### config.mk
export PLATFORM = sky130hd
export DESIGN_NAME = hazard_controller
export DESIGN_NICKNAME = d
export VERILOG_FILES = /design/src/rtl/hazard_controller.sv
export SDC_FILE = /design/constraint.sdc
export NUM_CORES = 1
export LEC_CHECK = 0
export BUFFER_PORTS_ARGS = -buffer_cell sky130_fd_sc_hd__buf_2
export CAP_MARGIN = 20
export CORE_ASPECT_RATIO = 2
export CORE_UTILIZATION = 30
export CTS_CLUSTER_DIAMETER = 80
export CTS_CLUSTER_SIZE = 8
export DETAILED_ROUTE_END_ITERATION = 8
export PLACE_DENSITY_LB_ADDON = 0.15
export SYNTH_ARGS = -nofsm -noshare
export SYNTH_HDL_FRONTEND = slang
export SYNTH_SLANG_ARGS = --single-unit
### constraint.sdc
create_clock -name clock -period 2.95 [get_ports clock]
set_input_delay 0.885 -clock clock [delete_from_list [all_inputs] [get_ports clock]]
set_output_delay 0.885 -clock clock [all_outputs]
set_load 0.005 [all_outputs]
### src/rtl/hazard_controller.sv
// Decode-stage hazard controller: tracks in-flight destination registers and
// decides each cycle whether the front end runs, stalls (bubble) or flushes.
module hazard_controller #(
  parameter int FORWARDING   = 1,
  parameter int WINDOW       = 3,
  parameter int FLUSH_CYCLES = 1
) (
  input  logic        clock,
  input  logic        reset,
  input  logic [31:0] if_instr,
  input  logic        if_valid,
  input  logic        ex_redirect,
  input  logic        mem_busy,
  output logic        pc_en,
  output logic        ifid_en,
  output logic        decode_flush,
  output logic        stall,
  output logic [15:0] stall_count,
  output logic [15:0] flush_count
);

  localparam logic [0:0] ST_RUN   = 1'b0;
  localparam logic [0:0] ST_FLUSH = 1'b1;

  localparam logic [2:0] FC_INIT = 3'(FLUSH_CYCLES);

  localparam logic [6:0] OP_REG    = 7'b0110011;
  localparam logic [6:0] OP_STORE  = 7'b0100011;
  localparam logic [6:0] OP_BRANCH = 7'b1100011;
  localparam logic [6:0] OP_IMM    = 7'b0010011;
  localparam logic [6:0] OP_LOAD   = 7'b0000011;
  localparam logic [6:0] OP_JALR   = 7'b1100111;
  localparam logic [6:0] OP_LUI    = 7'b0110111;
  localparam logic [6:0] OP_AUIPC  = 7'b0010111;
  localparam logic [6:0] OP_JAL    = 7'b1101111;

  function automatic logic [15:0] sat_inc(input logic [15:0] v);
    return (v == 16'hFFFF) ? v : v + 16'd1;
  endfunction

  function automatic logic uses_rs1(input logic [6:0] op);
    return (op == OP_REG) || (op == OP_STORE) || (op == OP_BRANCH) ||
           (op == OP_IMM) || (op == OP_LOAD)  || (op == OP_JALR);
  endfunction

  function automatic logic uses_rs2(input logic [6:0] op);
    return (op == OP_REG) || (op == OP_STORE) || (op == OP_BRANCH);
  endfunction

  function automatic logic writes_rd(input logic [6:0] op);
    return (op == OP_REG)  || (op == OP_IMM)   || (op == OP_LOAD) ||
           (op == OP_JALR) || (op == OP_LUI)   || (op == OP_AUIPC) ||
           (op == OP_JAL);
  endfunction

  logic [6:0] opcode;
  logic [4:0] rs1, rs2, rd;
  logic       use1, use2;
  logic       dec_vld, dec_ld;
  logic       unused_instr_bits;

  assign opcode  = if_instr[6:0];
  assign rd      = if_instr[11:7];
  assign rs1     = if_instr[19:15];
  assign rs2     = if_instr[24:20];
  assign use1    = uses_rs1(opcode) && (rs1 != 5'd0);
  assign use2    = uses_rs2(opcode) && (rs2 != 5'd0);
  assign dec_vld = if_valid && writes_rd(opcode) && (rd != 5'd0);
  assign dec_ld  = (opcode == OP_LOAD);
  assign unused_instr_bits = ^{if_instr[31:25], if_instr[14:12]};

  logic [0:0]        state;
  logic [2:0]        fc;
  logic [WINDOW-1:0] win_vld;
  logic [4:0]        win_rd [WINDOW];
  logic              win_ld [WINDOW];

  logic raw_hit, hazard;
  logic adv, load_instr;

  // With forwarding only a load sitting in ID/EX can't be bypassed in time.
  always_comb begin
    raw_hit = 1'b0;
    for (int k = 0; k < WINDOW; k++) begin
      if (win_vld[k] && ((FORWARDING == 0) || ((k == 0) && win_ld[k]))) begin
        if (use1 && (rs1 == win_rd[k])) raw_hit = 1'b1;
        if (use2 && (rs2 == win_rd[k])) raw_hit = 1'b1;
      end
    end
    hazard = if_valid && raw_hit;
  end

  always_comb begin
    pc_en        = 1'b0;
    ifid_en      = 1'b0;
    decode_flush = 1'b0;
    stall        = 1'b0;
    adv          = 1'b0;
    load_instr   = 1'b0;
    if (reset) begin
      decode_flush = 1'b1;
    end else if (!mem_busy) begin
      adv = 1'b1;
      if (ex_redirect || (state == ST_FLUSH)) begin
        pc_en        = 1'b1;
        ifid_en      = 1'b1;
        decode_flush = 1'b1;
      end else if (hazard) begin
        decode_flush = 1'b1;
        stall        = 1'b1;
      end else begin
        pc_en      = 1'b1;
        ifid_en    = 1'b1;
        load_instr = 1'b1;
      end
    end
  end

  // Control state: FSM, window valid bits and counters.
  always_ff @(posedge clock or posedge reset) begin
    if (reset) begin
      state       <= ST_RUN;
      fc          <= 3'd0;
      win_vld     <= '0;
      stall_count <= 16'd0;
      flush_count <= 16'd0;
    end else if (adv) begin
      win_vld[0] <= load_instr && dec_vld;
      for (int k = 1; k < WINDOW; k++) begin
        win_vld[k] <= win_vld[k-1];
      end
      if (ex_redirect) begin
        flush_count <= sat_inc(flush_count);
        if (FC_INIT != 3'd0) begin
          state <= ST_FLUSH;
          fc    <= FC_INIT;
        end else begin
          state <= ST_RUN;
          fc    <= 3'd0;
        end
      end else if (state == ST_FLUSH) begin
        if (fc <= 3'd1) begin
          state <= ST_RUN;
          fc    <= 3'd0;
        end else begin
          fc <= fc - 3'd1;
        end
      end else if (stall) begin
        stall_count <= sat_inc(stall_count);
      end
    end
  end

  // Window payload; meaningless whenever the matching valid bit is clear.
  always_ff @(posedge clock) begin
    if (adv) begin
      win_rd[0] <= rd;
      win_ld[0] <= dec_ld;
      for (int k = 1; k < WINDOW; k++) begin
        win_rd[k] <= win_rd[k-1];
        win_ld[k] <= win_ld[k-1];
      end
    end
  end

endmodule

==> impl_results.md <==
- Status: finished, violations left
- Failing checks: negative setup slack
- Area Growth Syn to Fin: 39.0%
- Sequential power share: 48.1%
- CP Capture Type: output port
- Fin. Hold Viols: 0
- Hold buffer count at cts: 0
- First-pass GRT wire length: 9730 um
- Comb power frac: 15.1%
- Die width: 63.4 um
- Wire per inst: 14.3 um
- WP data required: 2.07 ns
- Prevailing post-synth register cell: dfrtp_1
- Slew at the pin closest to its max-slew limit: 0.500 ns
- Ys Warns: 0
- Bufs on Longest Clock Path: 2
- Worst-Skew Late Latency: 0.28 ns
- First drt pass iteration count: 4
- CTS tree: built
- DP Worst Slack: -0.471 ns
- Clk pwr share: 36.9%
- GPL Wtd Cong: 0.757
- # setup viols final: 4
- Max Clock Skew: 0.00418 ns
- Grt total ovfl: 0
- Post-synth EDFFs: 6
- Leakage power: 1.50 nW
- Seq/Total Area, Yosys: 49.0%
- Root Driver: clkbuf_16
- Synthesized area per cell: 10.1 um^2
- Antenna fix cells: 0
- Compound-Gate Fraction of Synth Area: 7.37%
- Clock transition at path regs: 0.06 ns
- Crit Path Category: in -> out
- Die ar.: 7900 um^2
- DRC viols: 0
- PnR worst setup slack: -0.318 ns
- Syn Nets: 263
- WP data arrival: 2.38 ns
- Final wirelength: 5920 um
- Pins Over Slew Limit: 0
- Pwr Total: 1.46 mW
- Hold crit path type: reg -> reg
- Main combinational cell family by area after synthesis: simple AND/OR/NAND/NOR gates
- Power per cell area: 464 nW/um^2
- Async SR Flop Fraction: 86.0%
- Synth unique cells: 39
- DRT iter0 DRCs: 52
- Unrepaired setup endpoints after global routing: yes
- Syn Inst Count: 223
- Clock Sinks: 43
- Xor and xnor area share after synthesis: 14.0%
- Synth Area in Adders: 1.66%
- Total GRT Usage: 15.9%
- Synth top area share: 41.0%
- Max VDD drop: 0.000301 V
- Synthesized area: 2260 um^2
- Synth Area in Simple Gates: 24.9%
- Die Y: 125 um
- Peak Freq: 306 MHz
- Hpwl dp: 4590 um
- # rows: 44
- Sw Share: 26.1%
- Setup tns final: -1.16 ns
- Mux share of post-synthesis cell area: 1.50%
- Internal power: 1.08 mW
- Post-synthesis register bit count: 43
- Io pins: 73
- Largest net degree at the start of global routing: 38
- Vias in the first global route: 2112
- DR vias: 2023
- Post-route minimum period: 3.27 ns
- Relative slew slack: 66.7%
- Num CTS Buffers: 5
- Number of vias per cell: 4.90
- Fin crit share: 111%
- Effective utilization at floorplan: 31.1%
- Max-cap viol count: 0
- Final nets: 360
- Routed Antenna Nets: 0
- CP Launch Type: input pin
- Util after Layout: 43.2%
- Crit-path max FO: 2
- Top cells by area, synth: dfrtp_1 (41%), xnor2_1 (8.1%), edfxtp_1 (8.0%)
- CTS H-tree depth: 2
- P_sw: 0.379 mW
- Most area-hungry cell type in the Yosys netlist: dfrtp_1
- Initial antenna violation count: 0
- Layout cells sized above 1: 36.1%
- Core ar.: 7270 um^2
- # port buffers: 62
[cell usage after synthesis, types with 3 or more instances]
cell and number:
nor4_1 7, ha_1 3, and3_1 3, and4_1 3, a21oi_1 5, dfrtp_1 37
nor2_1 22, nor2b_1 3, inv_1 7, edfxtp_1 6, nor3_1 4, or3_1 4
xnor2_1 21, nand4_1 11, nand2_1 19, mux2_2 3, o21ai_0 6, or4_1 3
nand3_1 18, xor2_1 15
[power groups by stage]
stage | combinational, mW | sequential (mW) | clock [mW]
2_1_floorplan | 0.106 | 0.702 | 0
3_3_place_gp | 0.213 | 0.709 | 0
3_5_place_dp | 0.214 | 0.711 | 0
4_1_cts | 0.224 | 0.701 | 0.561
5_1_grt | 0.248 | 0.711 | 0.575
6_report | 0.219 | 0.700 | 0.537
[sequential cells by signal, indices dropped and copies added (netlist names)]
register,cells
flush_count,16
stall_count,16
win_rd,5
fc,3
state,1
win_ld,1
win_vld,1
[per-stage QoR]
stage	cells	area [um^2]	hold slack, ns
finish	413	3140	0.491
global route	413	3140	0.512
CTS	413	3140	0.490
detailed placement	404	2930	0.477
global placement	404	2930	0.473
floorplan	223	2280	0.473
[cells by family (layout without fill, tap and decap cells)]
| family | Yosys count | count (layout) |
|---|---|---|
| buf+inv | 9 | 107 |
| flops | 43 | 43 |
| simple gates | 106 | 106 |
| xor+xnor | 36 | 36 |
| mux | 3 | 3 |
| compound gates | 23 | 23 |
| fa+ha+maj | 3 | 3 |
[cells in the final DEF (no fill, tap or decap), types with 7 or more instances in the layout]
cell     netlist  layout
buf_2          0      60
dfrtp_1       37      37
buf_4          1      28
nor2_1        22      22
xnor2_1       21      19
nand3_1       18      18
nand2_1       19      18
xor2_1        15      13
nand4_1       11      11
nor4_1         7       7
inv_1          7       7
[cell type report]
cell class / instances / area [um^2]
clock buffers: 6 / 129
multi-input cells: 171 / 1190
fillers: 769 / 4130
clock inverters: 2 / 11.3
flip-flops and latches: 43 / 1110
well taps: 92 / 115
repair buffers: 92 / 564
inverters: 7 / 26.3
[final timing paths]
path | startpoint | endpoint | slack [ns] | cells past startpoint
setup / recovery | if_instr[17] | decode_flush | -0.32 | 8
hold / removal | flush_count[6] | flush_count[6] | 0.49 | 1
setup reg to reg | win_rd[0][4] | stall_count[1] | 0.32 | 8
hold reg to reg | flush_count[6] | flush_count[6] | 0.49 | 1
max in group asynchronous | reset | stall_count[3] | 1.86 | 3
min in group asynchronous | reset | flush_count[0] | 0.73 | 3
[what timing repair did]
item                                    CTS  global route
resized for setup                        12             0
hold endpoints to repair                  0             0
gates cloned                              0             0
endpoints found under the setup margin    4             4
pin swaps                                 7             1
setup buffers                             1             0
[critical path, cell delays in order]
cell,delay (ns)
buf_6,0.10
xor2_2,0.17
or3b_4,0.39
or4_4,0.46
nand2_4,0.09
nor3_2,0.04
o21ai_1,0.12
buf_2,0.12
[metal layers]
metal  share of wire (%)  GRT usage (%)  routed length, um
met5                   0              0                  0
met1                  36           14.7               2130
met4                 1.7           6.55                100
met3                 3.4           2.56                202
met2                  59           32.1               3490
Power figures use the tool's default switching activity.
